--- src/rtl/bcd_pkg.sv ---
// Shared definitions for the BCD <-> binary conversion blocks.
// Latency: n/a (types, constants and a constant function only).
// Backpressure: n/a.
package bcd_pkg;

    typedef enum logic [1:0] {
        IDLE  = 2'd0,
        SHIFT = 2'd1,
        DONE  = 2'd2
    } state_t;

    localparam int DIGIT_W    = 4;
    localparam int ADJ_THRESH = 8;
    localparam int ADJ_SUB    = 3;

    // True when bin_w bits can hold the largest n_digits-digit decimal
    // value (10^n - 1). The conversion also uses bin_w as its shift count.
    function automatic bit bin_w_sufficient(input int n_digits, input int bin_w);
        longint unsigned max_dec;
        max_dec = 64'd1;
        for (int i = 0; i < n_digits; i++) begin
            max_dec = max_dec * 64'd10;
        end
        return (max_dec - 64'd1) < (64'd1 << bin_w);
    endfunction

endpackage

--- src/rtl/bcd_digit_adj.sv ---
// Single-digit correction for reverse double-dabble: subtract 3 when the digit is >= 8.
// Latency: combinational.
// Backpressure: none (pure function of i_digit).
//
// Ports:
//   i_digit  in   DIGIT_W  digit after the right shift
//   o_digit  out  DIGIT_W  corrected digit
module bcd_digit_adj
    import bcd_pkg::*;
(
    input  logic [DIGIT_W-1:0] i_digit,
    output logic [DIGIT_W-1:0] o_digit
);

    // A digit >= 8 after the shift means a tens carry of 10 arrived as 8;
    // the -3 fixes that and can never underflow because the input is >= 8.
    assign o_digit = (i_digit >= DIGIT_W'(ADJ_THRESH)) ? (i_digit - DIGIT_W'(ADJ_SUB))
                                                       : i_digit;

endmodule

--- src/rtl/bcd2bin_seq.sv ---
// Sequential BCD-to-binary converter, one reverse double-dabble shift per clock.
// Latency: start accepted at edge E0 -> done after edge E(BIN_W+1).
// Backpressure: start ignored while busy; a new start is accepted in the done cycle.
//
// Ports:
//   clk         in   1           rising-edge clock
//   rst_n       in   1           synchronous active-low reset
//   start       in   1           request, sampled only while busy=0
//   bcd_in      in   4*N_DIGITS  packed BCD operand, digit 0 in [3:0]
//   busy        out  1           conversion in progress
//   done        out  1           one-cycle completion pulse
//   binary_out  out  BIN_W       result, held until the next completion
//   err         out  1           invalid-digit flag, qualified by done
//
// Build option: define BCD2BIN_RANGE_CHECK_EN to reject operands containing a
// digit > 9 (done one cycle after acceptance, err=1, binary_out=0). Without it,
// err is tied low and invalid digits simply run through the algorithm.
module bcd2bin_seq
    import bcd_pkg::*;
#(
    parameter int N_DIGITS = 3,
    parameter int BIN_W    = 10
) (
    input  logic                          clk,
    input  logic                          rst_n,
    input  logic                          start,
    input  logic [DIGIT_W*N_DIGITS-1:0]   bcd_in,
    output logic                          busy,
    output logic                          done,
    output logic [BIN_W-1:0]              binary_out,
    output logic                          err
);

    localparam int  BCD_W     = DIGIT_W * N_DIGITS;
    localparam int  CNT_W     = $clog2(BIN_W + 1);
    localparam bit  BIN_W_OK  = bin_w_sufficient(N_DIGITS, BIN_W);

    if (!BIN_W_OK) begin : g_bin_w_check
        $error("bcd2bin_seq: BIN_W too small for N_DIGITS decimal digits");
    end

    state_t             r_state, w_state_nxt;
    logic [BCD_W-1:0]   r_bcd, w_bcd_nxt;
    logic [BIN_W-1:0]   r_bin, w_bin_nxt;
    logic [CNT_W-1:0]   r_cnt, w_cnt_nxt;
    logic               r_busy, w_busy_nxt;
    logic               r_done, w_done_nxt;
    logic [BIN_W-1:0]   r_bin_out, w_bin_out_nxt;

    // Shift {bcd, bin} right by one, then correct every shifted digit.
    logic [BCD_W+BIN_W-1:0] w_cat_sh;
    logic [BCD_W-1:0]       w_bcd_sh;
    logic [BCD_W-1:0]       w_bcd_adj;
    logic [BIN_W-1:0]       w_bin_sh;

    assign w_cat_sh = {r_bcd, r_bin} >> 1;
    assign w_bcd_sh = w_cat_sh[BCD_W+BIN_W-1:BIN_W];
    assign w_bin_sh = w_cat_sh[BIN_W-1:0];

    for (genvar g = 0; g < N_DIGITS; g++) begin : g_adj
        bcd_digit_adj u_adj (
            .i_digit (w_bcd_sh[g*DIGIT_W +: DIGIT_W]),
            .o_digit (w_bcd_adj[g*DIGIT_W +: DIGIT_W])
        );
    end

`ifdef BCD2BIN_RANGE_CHECK_EN
    logic w_bad_digit;
    logic r_bad, w_bad_nxt;
    logic r_err, w_err_nxt;

    always_comb begin
        w_bad_digit = 1'b0;
        for (int d = 0; d < N_DIGITS; d++) begin
            if (bcd_in[d*DIGIT_W +: DIGIT_W] > DIGIT_W'(9)) begin
                w_bad_digit = 1'b1;
            end
        end
    end
`endif

    always_comb begin
        w_state_nxt   = r_state;
        w_bcd_nxt     = r_bcd;
        w_bin_nxt     = r_bin;
        w_cnt_nxt     = r_cnt;
        w_busy_nxt    = r_busy;
        w_done_nxt    = 1'b0;
        w_bin_out_nxt = r_bin_out;
`ifdef BCD2BIN_RANGE_CHECK_EN
        w_bad_nxt     = r_bad;
        w_err_nxt     = r_err;
`endif
        case (r_state)
            IDLE: begin
                if (start) begin
                    w_bcd_nxt   = bcd_in;
                    w_bin_nxt   = '0;
                    w_cnt_nxt   = '0;
                    w_busy_nxt  = 1'b1;
                    w_state_nxt = SHIFT;
`ifdef BCD2BIN_RANGE_CHECK_EN
                    // bin stays 0, so DONE publishes 0 for a rejected operand.
                    w_bad_nxt = w_bad_digit;
                    if (w_bad_digit) begin
                        w_state_nxt = DONE;
                    end
`endif
                end
            end
            SHIFT: begin
                w_bcd_nxt = w_bcd_adj;
                w_bin_nxt = w_bin_sh;
                w_cnt_nxt = r_cnt + CNT_W'(1);
                // r_cnt still holds the pre-increment count: this is shift BIN_W.
                if (r_cnt == CNT_W'(BIN_W - 1)) begin
                    w_state_nxt = DONE;
                end
            end
            DONE: begin
                w_bin_out_nxt = r_bin;
                w_done_nxt    = 1'b1;
                w_busy_nxt    = 1'b0;
                w_state_nxt   = IDLE;
`ifdef BCD2BIN_RANGE_CHECK_EN
                w_err_nxt     = r_bad;
`endif
            end
            default: begin
                w_state_nxt = IDLE;
            end
        endcase
    end

    always_ff @(posedge clk) begin
        if (!rst_n) begin
            r_state   <= IDLE;
            r_bcd     <= '0;
            r_bin     <= '0;
            r_cnt     <= '0;
            r_busy    <= 1'b0;
            r_done    <= 1'b0;
            r_bin_out <= '0;
        end else begin
            r_state   <= w_state_nxt;
            r_bcd     <= w_bcd_nxt;
            r_bin     <= w_bin_nxt;
            r_cnt     <= w_cnt_nxt;
            r_busy    <= w_busy_nxt;
            r_done    <= w_done_nxt;
            r_bin_out <= w_bin_out_nxt;
        end
    end

`ifdef BCD2BIN_RANGE_CHECK_EN
    always_ff @(posedge clk) begin
        if (!rst_n) begin
            r_bad <= 1'b0;
            r_err <= 1'b0;
        end else begin
            r_bad <= w_bad_nxt;
            r_err <= w_err_nxt;
        end
    end

    assign err = r_err;
`else
    assign err = 1'b0;
`endif

    assign busy       = r_busy;
    assign done       = r_done;
    assign binary_out = r_bin_out;

endmodule
--- config.mk ---
export PLATFORM = sky130hd
export DESIGN_NAME = bcd2bin_seq
export DESIGN_NICKNAME = d
export VERILOG_FILES = /design/src/rtl/bcd_pkg.sv /design/src/rtl/bcd_digit_adj.sv /design/src/rtl/bcd2bin_seq.sv
export SDC_FILE = /design/constraint.sdc
export NUM_CORES = 1
export LEC_CHECK = 0
export CORE_MARGIN = 2
export CORE_UTILIZATION = 30
export CTS_CLUSTER_DIAMETER = 50
export CTS_CLUSTER_SIZE = 28
export DETAILED_ROUTE_END_ITERATION = 8
export DONT_BUFFER_PORTS = 1
export PLACE_DENSITY = 0.49
export SYNTH_ARGS = -nofsm -noshare
export SYNTH_HDL_FRONTEND = slang
export SYNTH_SLANG_ARGS = --single-unit
--- constraint.sdc ---
create_clock -name clk -period 3 [get_ports clk]
set_clock_uncertainty 0.15 [all_clocks]
set_input_delay 0.6 -clock clk [delete_from_list [all_inputs] [get_ports clk]]
set_output_delay 0.6 -clock clk [all_outputs]
set_load 0.05 [all_outputs]
==> results of run 1 <==
## per-stage QoR
step / power, W / hold WS, ns
floorplan: 0.000673 / 0.284
global placement: 0.000683 / 0.310
detailed placement: 0.000684 / 0.309
CTS: 0.00114 / 0.267
global route: 0.00118 / 0.273
finish: 0.00112 / 0.278
## synthesized netlist by cell type (all sizes together), types with 4 or more instances
master	count	share of area
dfxtp	40	0.46
nand2	27	0.058
a21boi	11	0.047
a22o	11	0.055
buf	8	0.034
inv	7	0.015
ha	6	0.043
nor2b	6	0.022
and2	5	0.019
nor2	5	0.011
a221o	4	0.023
nand2b	4	0.014
xnor2	4	0.020
## per-layer routing
layer  share of wire  GRT usage  vias to the layer above
met5               0          0                        -
met4           0.024     0.0542                        0
met3           0.058     0.0360                        9
met2            0.45      0.191                       33
met1            0.47      0.160                      595
li1                -          -                      627
## cell families after synthesis
family / after synthesis / synth area share
flops: 40 / 0.459
fa+ha+maj: 6 / 0.0431
xor+xnor: 4 / 0.0201
mux: 2 / 0.0115
compound gates: 49 / 0.228
other cells: 1 / 0.00215
buf+inv: 18 / 0.0560
simple gates: 61 / 0.179
## worst max-delay path by stage
stage / startpoint / to / slack [ns]
after floorplan: start / r_bin[5] / 1.29
after global placement: r_state[1] / binary_out[3] / 1.26
after detailed placement: r_state[1] / binary_out[8] / 1.18
after CTS: r_state[1] / binary_out[8] / 1.16
after global routing: r_state[1] / binary_out[4] / 1.0
final: r_state[1] / r_bcd[9] / 1.21
## worst max-delay path, stage by stage, from the launching register on
cell     delay [ns]
dfxtp_1        0.59
and2b_1        0.30
and2_1         0.31
a221o_1        0.33
## state kept, by name, indices dropped and copies added, names as in the netlist
| name | cells |
|---|---|
| r_bcd | 12 |
| binary_out | 10 |
| r_bin | 10 |
| r_cnt | 4 |
| r_state | 2 |
| busy | 1 |
| done | 1 |
## where the power goes
group	switching (W)	internal [W]
Clock	0.000196	0.000250
Combinational	0.0000442	0.0000440
Sequential	0.0000317	0.000551
## final cells by class
cell class	count	area (um^2)	area share
multi-input cells	123	845	0.450
flip-flops and latches	40	801	0.426
well taps	72	90.1	0.0480
clock buffers	5	68.8	0.0366
clock inverters	3	47.5	0.0253
inverters	7	26.3	0.0140
==> metrics.cfg, run 1 <==
[status]
status=completed

[hold_path]
hold_path_depth=1
hold_start=bcd_in[11]
hold_end=r_bcd[11]
worstHoldPathType=primary input to register

[detailed_routing]
viasPerCell=5.06
ant_nets=0
num_vias=1264
drt_wl_total_um=3560
dr.first_iter.drc_count=52
drc=0
wl_per_cell_um=14.2
dr.pass1.iters=4

[global_route]
grt_pass1_vias=1217
antenna_found_initial=0
grt_remaining_overflow=0
grt_pass1_wl_um=6080
grt_max_degree=28
grt_use_total=0.124

[worst_setup_path]
cp_max_fo=14
critPathCaptureType=register
reg2regPathDepth=3
worstReg2RegEnd=r_bcd[9]
reg2reg_slack_ns=1.21
critical_path_class=register to register
crit_arrival_ns=1.83
r2r-start=r_state[1]
cp-start-kind=register
crit_required_ns=3.04

[cts]
cts-root-buf=clkbuf_8
clock_latency_ns=0.29
cts_max_path_buffers=2
cts_tree=built
numCtsBuffers=5
post_cts_buffers=0
htreeDepth=2
post_cts_resized=0
cts_hold_buf=0
cts_sinks=40
clk_pin_slew_ns=0.08

[floorplan]
rows=27
start_util=0.313
die_x_um=80.2
die_h_um=80.2
core_region_area_um2=5570
pin_count=28
dieArea_um2=6440

[cells_and_area]
area_growth_pct=7.75
final_nets=198
stdcell_count=250
n_antenna_cell=0
nFillCells=598
mostFrequentLayoutCells=dfxtp_1 (40), nand2_1 (27), a22o_1 (11), a21boi_0 (11), inv_1 (7)
final_area_um2=1880
drive_above_1_share=0.0730
layout_commonest_cell=dfxtp_1
final_util=0.337

[power_and_ir_drop]
irDropWorstVdd_v=0.000271
p_per_area_nw_per_um2=595
leakage_nw=0.692

[synth]
ys_warn_count=0
syn_nets=202
ys_types=42
syn_inst=181
ys_seq_area_frac=0.459
async_flop_share=0
dominantRegCellSynth=dfxtp_1
syn_avg_cell_area_um2=9.63
ys_seq_elements=40
synth_edf_count=0
syn_area_um2=1740

[timing]
report.final.hold_viol_count=0
timing.final.crit_share=0.596
setup_slack_ns=1.21
worst_pin_slew_ns=0.757
fmax_mhz=559
grt_setup_unrepaired=false
setup_viol=0
slew_headroom=0.494
slew_violations=0
tns_ns=0
fin_crit_ns=1.79

[flow_run]
maxCapViolations=0

[placed_design]
place_hpwl_um=2480
io_buffers=0
place.gp.congestion=0.797
dp.cells=242
placed_area_um2=1760
pre_cts_ws_ns=1.18

Power figures use the tool's default switching activity.
==> inputs of run 2 (changes only) <==
--- a/config.mk
+++ b/config.mk
@@ -11,7 +11,7 @@
 export CTS_CLUSTER_SIZE = 28
 export DETAILED_ROUTE_END_ITERATION = 8
 export DONT_BUFFER_PORTS = 1
-export PLACE_DENSITY = 0.49
+export PLACE_DENSITY = 0.5
 export SYNTH_ARGS = -nofsm -noshare
 export SYNTH_HDL_FRONTEND = slang
 export SYNTH_SLANG_ARGS = --single-unit
==> constraint.sdc (replaced) <==
create_clock -name clk -period 1.49 [get_ports clk]
set_clock_uncertainty 0.15 [all_clocks]
set_input_delay 0.298 -clock clk [delete_from_list [all_inputs] [get_ports clk]]
set_output_delay 0.298 -clock clk [all_outputs]
set_load 0.05 [all_outputs]
==> metrics.cfg, run 2 (synthesized netlist as in run 1, its figures left out) <==
[timing]
tns_ns=0  ; unchanged
setup_slack_ns=0.0473  ; was 1.21 ns
slew_headroom=0.657  ; was 0.494
worst_pin_slew_ns=0.514  ; was 0.757 ns
timing.final.crit_share=0.968  ; was 0.596
whs_ns=0.0100  ; was 0.278 ns
fmax_mhz=693  ; was 559 MHz
report.final.hold_viol_count=0  ; unchanged
slew_violations=0  ; unchanged
setup_viol=0  ; unchanged
fin_crit_ns=1.44  ; was 1.79 ns

[power_and_ir_drop]
clockPowerShare=0.376  ; was 0.399
p_int_w=0.00175  ; was 0.000846 W
irDropWorstVdd_v=0.000465  ; was 0.000271 V
p_per_area_nw_per_um2=1080  ; was 595 nW/um^2
power_switching_share=0.236  ; was 0.243
power_switching_w=0.000540  ; was 0.000272 W
leakage_nw=0.829  ; was 0.692 nW
combPwrFrac=0.118  ; was 0.079
p_seq_frac=0.505  ; was 0.522
p_total_w=0.00229  ; was 0.00112 W

[worst_setup_path]
critPathSlowestCell=dfxtp_4  ; was dfxtp_1
cp_max_fo=10  ; was 14
critPathMaxStageDelay_ns=0.37  ; was 0.59 ns
cp-start-kind=register  ; unchanged
worstReg2RegEnd=r_bin[9]  ; was r_bcd[9]
r2r-start=r_state[1]  ; unchanged
crit_arrival_ns=1.47  ; was 1.83 ns
crit_required_ns=1.52  ; was 3.04 ns
critPathCaptureType=register  ; unchanged
path_buf_inv=1  ; was 0
critical_path_class=register to register  ; unchanged
cp_cell_sequence=and2b_2 > and2_1 > buf_12 > a22o_1  ; was and2b_1 > and2_1 > a221o_1
reg2regPathDepth=4  ; was 3
reg2reg_slack_ns=0.05  ; was 1.21 ns
worst_path_dominant_cell_family=simple AND/OR/NAND/NOR gates  ; unchanged

[cts]
numCtsBuffers=5  ; unchanged
cts_sinks=40  ; unchanged
clk_pin_slew_ns=0.07  ; was 0.08 ns
htreeDepth=2  ; unchanged
cts_tree=built  ; unchanged
cts_max_path_buffers=2  ; unchanged
clock_latency_ns=0.28  ; was 0.29 ns
cts-root-buf=clkbuf_8  ; unchanged

[detailed_routing]
dr.first_iter.drc_count=28  ; was 52
dr.pass1.iters=4  ; unchanged
viasPerCell=4.98  ; was 5.06
m1WireLength_um=1830  ; was 1660 um
highest_layer=met4  ; unchanged
met2_length_um=2060  ; was 1610 um
ant_nets=0  ; unchanged
drc=0  ; unchanged
wl_per_cell_um=14.9  ; was 14.2 um
dr_wl_met3_um=170  ; was 205 um
drt_wl_total_um=4100  ; was 3560 um
num_vias=1370  ; was 1264

[cells_and_area]
area_growth_pct=21.6  ; was 7.75%
layout_commonest_cell=dfxtp_1  ; unchanged
drive_above_1_share=0.182  ; was 0.0730
largest_register=r_bcd  ; unchanged
mostFrequentLayoutCells=dfxtp_1 (37), nand2_1 (27), buf_4 (17)  ; was dfxtp_1 (40), nand2_1 (27), a22o_1 (11), a21boi_0 (11), inv_1 (7)
final_util=0.380  ; was 0.337
largest_register_ff_count=12  ; unchanged
n_antenna_cell=0  ; unchanged
final_nets=223  ; was 198

[floorplan]
dieArea_um2=6440  ; unchanged
start_util=0.313  ; unchanged
core_region_area_um2=5570  ; unchanged
die_h_um=80.2  ; unchanged
die_x_um=80.2  ; unchanged
pin_count=28  ; unchanged
rows=27  ; unchanged

[placed_design]
place.gp.congestion=0.755  ; was 0.797
place_hpwl_um=2910  ; was 2480 um
pre_cts_ws_ns=-0.0853  ; was 1.18 ns
io_buffers=0  ; unchanged

[status]
status=completed  ; unchanged

[hold_path]
hold_end=binary_out[9]  ; was r_bcd[11]
hold_path_depth=1  ; unchanged
worstHoldPathType=primary input to register  ; unchanged
hold_start=rst_n  ; was bcd_in[11]

[global_route]
grt_remaining_overflow=0  ; unchanged
grt_use_total=0.134  ; was 0.124
grt_max_degree=19  ; was 28
grt_pass1_vias=1364  ; was 1217
grt_pass1_wl_um=6580  ; was 6080 um
antenna_found_initial=0  ; unchanged

[flow_run]
maxCapViolations=0  ; unchanged

## run 2: cell types whose count changed in the layout (fill, tap and decap cells not counted), moves of 2 or more
cell           previous run  this run
buf_4                     0        17
dlygate4sd3_1             0         5
buf_12                    0         3
dfxtp_1                  40        37
clkinv_4                  2         0
dfxtp_2                   0         2
## run 2: what timing repair did
item / 4_1_cts / 5_1_grt
endpoints found under the setup margin: 18 / 7
hold buffers: 4 / 1
endpoints found under the hold margin: 13 / 3
pin swaps: 0 / 0
setup buffers: 0 / 0
gates resized for setup: 3 / 3
## run 2: worst max-delay path by stage
stage	startpoint	cells past startpoint	slack, ns	end
floorplan	r_state[1]	5	0.08	r_bin[9]
global placement	r_state[0]	3	0.003	r_state[1]
detailed placement	r_state[0]	3	-0.09	r_state[1]
CTS	r_state[1]	3	0.03	r_bcd[5]
global route	r_state[1]	4	-0.003	r_bin[9]
finish	r_state[1]	4	0.05	r_bin[9]
## run 2: through the flow
| stage | instance area, um^2 | instances |
|---|---|---|
| final | 2120 | 275 |
| after global routing | 2120 | 275 |
| after CTS | 2100 | 274 |
| after detailed placement | 1950 | 262 |
| after global placement | 1950 | 262 |
| after floorplan | 1740 | 181 |
## run 2: routing by layer
metal,vias up,track usage
met2,24,0.242
met3,5,0.0348
met5,-,0
li1,677,-
met4,0,0.0305
met1,664,0.157
## run 2: layout make-up
cell class	count	area, um^2
Sequential cell	40	807
Fill cell	579	3450
Clock inverter	2	35.0
Timing Repair Buffer	25	238
Multi-Input combinational cell	123	851
Inverter	7	26.3
Clock buffer	6	72.6
Tap cell	72	90.1
## run 2: power by group through the flow
stage / clock network, W / registers [W] / logic (W)
finish: 0.000861 / 0.00116 / 0.000270
detailed placement: 0 / 0.00118 / 0.000256
CTS: 0.000890 / 0.00116 / 0.000271
floorplan: 0 / 0.00118 / 0.000177
global route: 0.000934 / 0.00116 / 0.000297
global placement: 0 / 0.00118 / 0.000243
